--- src/rtl/hl_rstseq_pkg.sv ---
// hl_rstseq_pkg
//  Shared definitions for the Hermes Lite reset sequencer.
//  State encodings are visible on the status register, so the numeric
//  values are fixed.
package hl_rstseq_pkg;

   localparam int STATE_W = 3;

   typedef enum logic [STATE_W-1:0] {
      ST_HOLD     = 3'd0,
      ST_LOCKWAIT = 3'd1,
      ST_RELEASE  = 3'd2,
      ST_RUN      = 3'd3,
      ST_FAULT    = 3'd4
   } rstseq_state_e;

endpackage

--- src/rtl/hl_sync2.sv ---
// hl_sync2
//  Generic two-flop synchroniser with asynchronous active-low clear to 0.
// Ports
//  clk    in   destination clock
//  clr_n  in   asynchronous active-low clear
//  d      in   asynchronous input
//  q      out  synchronised output, two clk edges behind d
module hl_sync2 (
   input  logic clk,
   input  logic clr_n,
   input  logic d,
   output logic q
);

   logic meta_q;

   always_ff @(posedge clk or negedge clr_n) begin
      if (!clr_n) begin
         meta_q <= 1'b0;
         q      <= 1'b0;
      end else begin
         meta_q <= d;
         q      <= meta_q;
      end
   end

endmodule

--- src/rtl/hl_reset_sequencer.sv ---
// hl_reset_sequencer
//  Power-on and recovery reset sequencer for the Hermes Lite core. Filters the
//  IF PLL lock, then releases NSTAGE active-low reset domains in order, spaced
//  STAGE_DLY cycles apart. Loss of lock, a software request or (optionally) a
//  watchdog expiry re-asserts every domain and restarts the sequence.
//  Optional feature macro: RSTSEQ_WDOG_EN (watchdog counter in RUN).
// Ports
//  rstclk       in   sequencer clock
//  extreset     in   asynchronous active-low reset
//  pll_locked   in   IF PLL lock, asynchronous
//  sw_rst       in   one-cycle re-sequence request
//  wdog_kick    in   watchdog kick pulse (ignored without RSTSEQ_WDOG_EN)
//  rst_n        out  per-domain active-low resets, bit 0 released first
//  seq_done     out  high while every domain is released
//  state        out  current FSM state
//  restart_cnt  out  saturating count of fault restarts
//
// state    | meaning
// HOLD     | one cycle after reset, all domains held
// LOCKWAIT | counting consecutive synchronised lock cycles
// RELEASE  | releasing domains one by one, STAGE_DLY apart
// RUN      | all domains released, watching for restart events
// FAULT    | one cycle with all domains re-asserted, then LOCKWAIT
module hl_reset_sequencer
   import hl_rstseq_pkg::*;
#(
   parameter int NSTAGE    = 4,
   parameter int STAGE_DLY = 4096,
   parameter int LOCK_FILT = 1024,
   parameter int CW        = 8,
   parameter int WDOG_CYC  = 65536
) (
   input  logic               rstclk,
   input  logic               extreset,
   input  logic               pll_locked,
   input  logic               sw_rst,
   input  logic               wdog_kick,
   output logic [NSTAGE-1:0]  rst_n,
   output logic               seq_done,
   output logic [STATE_W-1:0] state,
   output logic [CW-1:0]      restart_cnt
);

   localparam int FW = $clog2(LOCK_FILT + 1);
   localparam int DW = $clog2(STAGE_DLY + 1);
   localparam int SW = (NSTAGE > 1) ? $clog2(NSTAGE) : 1;

   logic lock_s;

   hl_sync2 u_lock_sync (
      .clk   (rstclk),
      .clr_n (extreset),
      .d     (pll_locked),
      .q     (lock_s)
   );

   rstseq_state_e     state_q, state_d;
   logic [NSTAGE-1:0] rst_n_q, rst_n_d;
   logic              seq_done_q, seq_done_d;
   logic [CW-1:0]     restart_q, restart_d;
   logic [FW-1:0]     filt_q, filt_d;
   logic [DW-1:0]     dly_q, dly_d;
   logic [SW-1:0]     stage_q, stage_d;
   logic              wdog_fault;
   logic              restart_evt;
   logic              counted_evt;

`ifdef RSTSEQ_WDOG_EN
   localparam int WW = $clog2(WDOG_CYC + 1);
   logic [WW-1:0] wdog_q, wdog_d;

   assign wdog_fault = (state_q == ST_RUN) && (wdog_q == WW'(WDOG_CYC));

   always_ff @(posedge rstclk or negedge extreset) begin
      if (!extreset) wdog_q <= '0;
      else           wdog_q <= wdog_d;
   end
`else
   logic unused_wdog;
   assign unused_wdog = wdog_kick ^ (WDOG_CYC == 0);
   assign wdog_fault  = 1'b0;
`endif

   // sw_rst alone restarts without counting; any lock or watchdog fault in
   // the same cycle makes it a single counted fault.
   assign restart_evt = ~lock_s | sw_rst | wdog_fault;
   assign counted_evt = ~lock_s | wdog_fault;

   always_comb begin
      state_d    = state_q;
      rst_n_d    = rst_n_q;
      seq_done_d = seq_done_q;
      restart_d  = restart_q;
      filt_d     = filt_q;
      dly_d      = dly_q;
      stage_d    = stage_q;
`ifdef RSTSEQ_WDOG_EN
      wdog_d     = wdog_q;
`endif
      case (state_q)
         ST_HOLD: begin
            state_d = ST_LOCKWAIT;
            filt_d  = '0;
         end
         ST_LOCKWAIT: begin
            if (filt_q == FW'(LOCK_FILT)) begin
               state_d = ST_RELEASE;
               stage_d = '0;
               dly_d   = '0;
            end else if (lock_s) begin
               filt_d = filt_q + 1'b1;
            end else begin
               filt_d = '0;
            end
         end
         ST_RELEASE, ST_RUN: begin
            if (restart_evt) begin
               state_d    = ST_FAULT;
               rst_n_d    = '0;
               seq_done_d = 1'b0;
               if (counted_evt && (restart_q != {CW{1'b1}}))
                  restart_d = restart_q + 1'b1;
            end else if (state_q == ST_RELEASE) begin
               // dly_q counts 0..STAGE_DLY-1, so each release lands exactly
               // STAGE_DLY edges after the previous one.
               if (dly_q == DW'(STAGE_DLY - 1)) begin
                  rst_n_d[stage_q] = 1'b1;
                  dly_d            = '0;
                  if (stage_q == SW'(NSTAGE - 1)) begin
                     state_d    = ST_RUN;
                     seq_done_d = 1'b1;
`ifdef RSTSEQ_WDOG_EN
                     wdog_d     = '0;
`endif
                  end else begin
                     stage_d = stage_q + 1'b1;
                  end
               end else begin
                  dly_d = dly_q + 1'b1;
               end
            end else begin
`ifdef RSTSEQ_WDOG_EN
               wdog_d = wdog_kick ? '0 : wdog_q + 1'b1;
`endif
            end
         end
         ST_FAULT: begin
            state_d = ST_LOCKWAIT;
            filt_d  = '0;
         end
         default: begin
            state_d    = ST_HOLD;
            rst_n_d    = '0;
            seq_done_d = 1'b0;
         end
      endcase
   end

   always_ff @(posedge rstclk or negedge extreset) begin
      if (!extreset) begin
         state_q    <= ST_HOLD;
         rst_n_q    <= '0;
         seq_done_q <= 1'b0;
         restart_q  <= '0;
         filt_q     <= '0;
         dly_q      <= '0;
         stage_q    <= '0;
      end else begin
         state_q    <= state_d;
         rst_n_q    <= rst_n_d;
         seq_done_q <= seq_done_d;
         restart_q  <= restart_d;
         filt_q     <= filt_d;
         dly_q      <= dly_d;
         stage_q    <= stage_d;
      end
   end

   assign rst_n       = rst_n_q;
   assign seq_done    = seq_done_q;
   assign state       = state_q;
   assign restart_cnt = restart_q;

endmodule

--- config.mk ---
export PLATFORM = sky130hd
export DESIGN_NAME = hl_reset_sequencer
export DESIGN_NICKNAME = d
export VERILOG_FILES = /design/src/rtl/hl_rstseq_pkg.sv /design/src/rtl/hl_sync2.sv /design/src/rtl/hl_reset_sequencer.sv
export SDC_FILE = /design/constraint.sdc
export NUM_CORES = 1
export LEC_CHECK = 0
export ABC_AREA = 1
export BUFFER_PORTS_ARGS = -buffer_cell sky130_fd_sc_hd__buf_2
export CORE_UTILIZATION = 44
export DETAILED_ROUTE_END_ITERATION = 16
export PLACE_DENSITY = 0.62
export SYNTH_ARGS = -nofsm -noshare
export SYNTH_HDL_FRONTEND = slang
export SYNTH_HIERARCHICAL = 1
export SYNTH_SLANG_ARGS = --single-unit
--- constraint.sdc ---
create_clock -name rstclk -period 1.7 [get_ports rstclk]
set_clock_uncertainty 0.05 [all_clocks]
set_input_delay 0.17 -clock rstclk [delete_from_list [all_inputs] [get_ports rstclk]]
set_output_delay 0.17 -clock rstclk [all_outputs]
set_load 0.05 [all_outputs]
==> key figures <==
Pwr
  – Seq pwr share: between 50 and 60%
  – Power per cell area: 565 nW/um^2
  – Sw Ratio: 23.8%
  – Logic pwr share: 5.1%
  – Clock Power Share: a little under two fifths
  – Internal: between 1000 and 1500 uW
  – Psw: 444 uW
  – Leakage: between 0.0015 and 0.002 uW
  – Max VDD drop: approximately 0.33 mV

Final layout
  – N_diodes: 0
  – Layout fillers: 538
  – Layout Nets: 423
  – Layout cells sized above 1: 23.1%
  – Area grow syn2layout: 22.5%
  – Final non-filler cell total: 486
  – Post-layout instance area: between 3000 and 4000 sq um

Setup path
  – Worst EP required: ~1.9 ns
  – Crit path launch type: flip-flop
  – RR Startpoint: dly_q[1]
  – Arr. time, crit path: approximately 1.8 ns
  – Slowest cell delay on critical path: ~0.38 ns
  – FF-to-FF End: rst_n[0]
  – Cell mode on critical path: nand2_2
  – Slowest CP cell: dfrtp_1
  – Critical path endpoint category: flip-flop
  – Worst R2R Setup Slack: roughly 0.07 ns
  – Critical Path Fanout Max: 5
  – R2R cell count: 10
  – Worst path cell trace: ha_2, nand2_2, nor2_4, nand2_2, inv_2, nand2_4, o21ai_4, nand2_2, nand2_1, nand2_1
  – WS Path Type: flip-flop to flip-flop

Clock tree
  – Clock root buffer: clkbuf_8
  – Clock latency on the worst-skew pair: 0.30 ns
  – Clock tree from TritonCTS: yes
  – CTS Buffer Depth: 2
  – Sink Count: 44
  – Clock transition at the registers of the reported paths: 0.09 ns
  – Htree depth: 2
  – Cts bufs inserted: 5

Logic synthesis
  – Flops & latches, synth: 44
  – Synth Instances: 359
  – Synth Warn #: 6
  – Distinct cells, synth: 35
  – Post-Syn Area: 2700 sq um
  – Mean Syn Cell Area: roughly 7.5 sq um
  – Main synth FF type: dfrtp_1
  – Sequential fraction of the synthesis area: 40.9%
  – Asr flop ratio synth: 100%
  – Syn nets: 372
  – Number of flops mapped to enable cells by yosys: 0

Die
  – Initial Util: between 40 and 50%
  – Die Width: 80.3 um
  – Io pins: 21
  – Die ar.: 6440 sq um
  – Core area: 5920 sq um
  – Chip height: roughly 80 um
  – Rows: 28

Routing
  – Routed length on met2: 2790 um
  – DR top layer: met4
  – DR vias: 2,480
  – Met1 Wirelength: 2970 um
  – 1st-iter DRT viols: 136
  – Drt pass-1 iters: 4
  – Vias per std cell: 5.10
  – Remaining DRCs: 0
  – Met3 WL: around 230 um
  – Final ANT Viol Nets: 0
  – Routed wire length: 6050 um
  – Wire per inst: 12.4 um

STA
  – Setup TNS: 0 ns
  – Slew margin rel.: between 70% and 80%
  – Fin crit share: 95.9%
  – Final hold viol count: 0
  – Tmin final: 1.63 ns
  – Worst-Margin Slew: 0.447 ns
  – RSZ-0062 raised after global routing: true
  – F_max: 614 MHz
  – Setup violations, final: 0
  – Slew Limit Fails: 0
  – Hold slack: 0.141 ns

Global routing
  – Vias in the first global route: about 2,100
  – Total grt overflow: 0
  – All-Layer GR Usage: 19.2%
  – First-pass GRT wire length: about 9500 um
  – Largest net degree at the start of global routing: 27
  – Antenna violations before repair: 0

Place
  – Gpl congestion: roughly 0.91
  – DPL Wire Length: between 4000 and 5000 um
  – Buffers on Ports: 19
  – Placed instance area: 2990 sq um
  – Placed cell count: 465

Flow run
  – Max-cap violations: 0

Hold path
  – Hold Path Class: input pin to flip-flop
  – Hold-critical path depth: 3
  – Hold EP: state[2]
  – Hold_sp: sw_rst

Run status
  – Status: completed
Yosys cell counts, types with 2 or more instances:
master / number / share of area, %
nand3_2: 2 / 0.74
o21ai_0: 9 / 1.7
nor3_1: 4 / 0.74
nand4_1: 15 / 3.5
nor2_1: 47 / 6.5
inv_1: 29 / 4.0
ha_1: 8 / 3.7
nand2_1: 104 / 14
inv_2: 7 / 0.98
nor2_2: 2 / 0.46
o21ai_2: 3 / 0.98
a21oi_1: 8 / 1.5
buf_6: 3 / 1.3
nand2_2: 4 / 0.93
nand3_1: 33 / 6.1
o21ai_1: 9 / 1.7
dfrtp_1: 44 / 41
clkinv_1: 2 / 0.28
xor2_1: 5 / 1.6
nor2_8: 2 / 1.5
a21o_1: 2 / 0.56
xnor2_1: 4 / 1.3
how the worst max path moves through the flow:
stage / startpoint / to / slack (ns) / depth (start not counted)
after floorplan: state[1] / filt_q[8] / 0.01 / 8
after global placement: filt_q[0] / filt_q[3] / 0.06 / 10
after detailed placement: filt_q[0] / dly_q[10] / 0.04 / 11
after CTS: filt_q[0] / dly_q[10] / 0.008 / 11
after global routing: dly_q[1] / rst_n[0] / -0.04 / 10
final: dly_q[1] / rst_n[0] / 0.07 / 10
routing by layer:
metal	track usage (%)	vias up
met1	27.4	1153
met5	0	-
met2	29.2	51
met3	3.64	6
li1	-	1270
met4	6.07	0
what timing repair did:
action | 4_1_cts | 5_1_grt
resized for setup | 0 | 19
endpoints found under the hold margin | 19 | 0
buffers inserted | 0 | 8
hold buffers | 2 | 0
endpoints found under the setup margin | 0 | 30
kinds of logic (layout without fill, tap and decap cells):
| group | Yosys count | after routing | share of synthesized area [%] |
|---|---|---|---|
| compound gates | 37 | 38 | 8.50 |
| xor+xnor | 9 | 9 | 2.92 |
| fa+ha+maj | 8 | 8 | 3.71 |
| buf+inv | 43 | 94 | 7.01 |
| flops | 44 | 44 | 40.9 |
| simple gates | 218 | 218 | 37.0 |
state kept, by name (all words and copies together) (netlist names):
| signal | flops |
|---|---|
| dly_q | 13 |
| filt_q | 11 |
| restart_cnt | 8 |
| rst_n | 4 |
| state | 3 |
| stage_q | 2 |
| seq_done | 1 |
| u_lock_sync/meta_q | 1 |
| u_lock_sync/q | 1 |
worst max-delay path: cells and delay by family (launching register included):
family | cells | cell delay, ns
DFF | 1 | 0.38
buffers and inverters | 1 | 0.08
and+or+nand+nor | 7 | 0.58
AOI/OAI and AO/OA | 1 | 0.23
adders and majority gates | 1 | 0.20
layout by cell type (no fill, tap or decap), types with 2 or more instances in the layout:
| cell type | Yosys | layout |
|---|---|---|
| nand2_4 | 1 | 2 |
| o21ai_1 | 9 | 9 |
| nor2_4 | 1 | 3 |
| dfrtp_2 | 0 | 3 |
| nand3_1 | 33 | 32 |
| inv_4 | 0 | 2 |
| xor2_1 | 5 | 5 |
| nand4_1 | 15 | 15 |
| o21ai_0 | 9 | 9 |
| inv_1 | 29 | 27 |
| clkbuf_16 | 0 | 2 |
| nand3_2 | 2 | 2 |
| inv_2 | 7 | 7 |
| xnor2_1 | 4 | 4 |
| clkbuf_8 | 0 | 6 |
| nand2_1 | 104 | 101 |
| nor2_1 | 47 | 46 |
| clkinvlp_4 | 0 | 2 |
| o21ai_2 | 3 | 4 |
| buf_4 | 1 | 23 |
| buf_12 | 0 | 2 |
| dlygate4sd3_1 | 0 | 2 |
| clkinv_1 | 2 | 2 |
| a21o_1 | 2 | 2 |
| a21oi_1 | 8 | 8 |
| ha_1 | 8 | 6 |
| nand2_2 | 4 | 6 |
| nor3_1 | 4 | 3 |
| nand3_4 | 1 | 2 |
| dfrtp_1 | 44 | 41 |
| nor2_8 | 2 | 2 |
| buf_2 | 1 | 19 |
area by class of cell:
| class | instances | area (sq um) | share of cell area (%) |
|---|---|---|---|
| clock buffer | 6 | 82.6 | 2.50 |
| clock inverter | 2 | 15.0 | 0.455 |
| inverter | 38 | 148 | 4.47 |
| multi-input combinational | 273 | 1480 | 44.8 |
| sequential | 44 | 1100 | 33.5 |
| tap | 75 | 93.8 | 2.84 |
| timing repair buffer | 48 | 378 | 11.4 |
metrics by stage:
| stage | power (uW) | setup slack, ns | util (%) |
|---|---|---|---|
| floorplan | 1120 | 0.0141 | - |
| global placement | 1170 | 0.0641 | 50.6 |
| detailed placement | 1170 | 0.0362 | 50.6 |
| CTS | 1880 | 0.00809 | 52.6 |
| global route | 1940 | -0.0416 | 55.7 |
| finish | 1860 | 0.0705 | 55.7 |
power by group through the flow:
stage	Combinational [uW]	Sequential, uW	Clock (uW)
CTS	87.3	1060	733
finish	95.7	1060	706
global placement	83.3	1080	0
floorplan	29.1	1090	0
global route	110	1070	760
detailed placement	83.4	1080	0
Note: power is estimated with default switching activity, not from simulation.
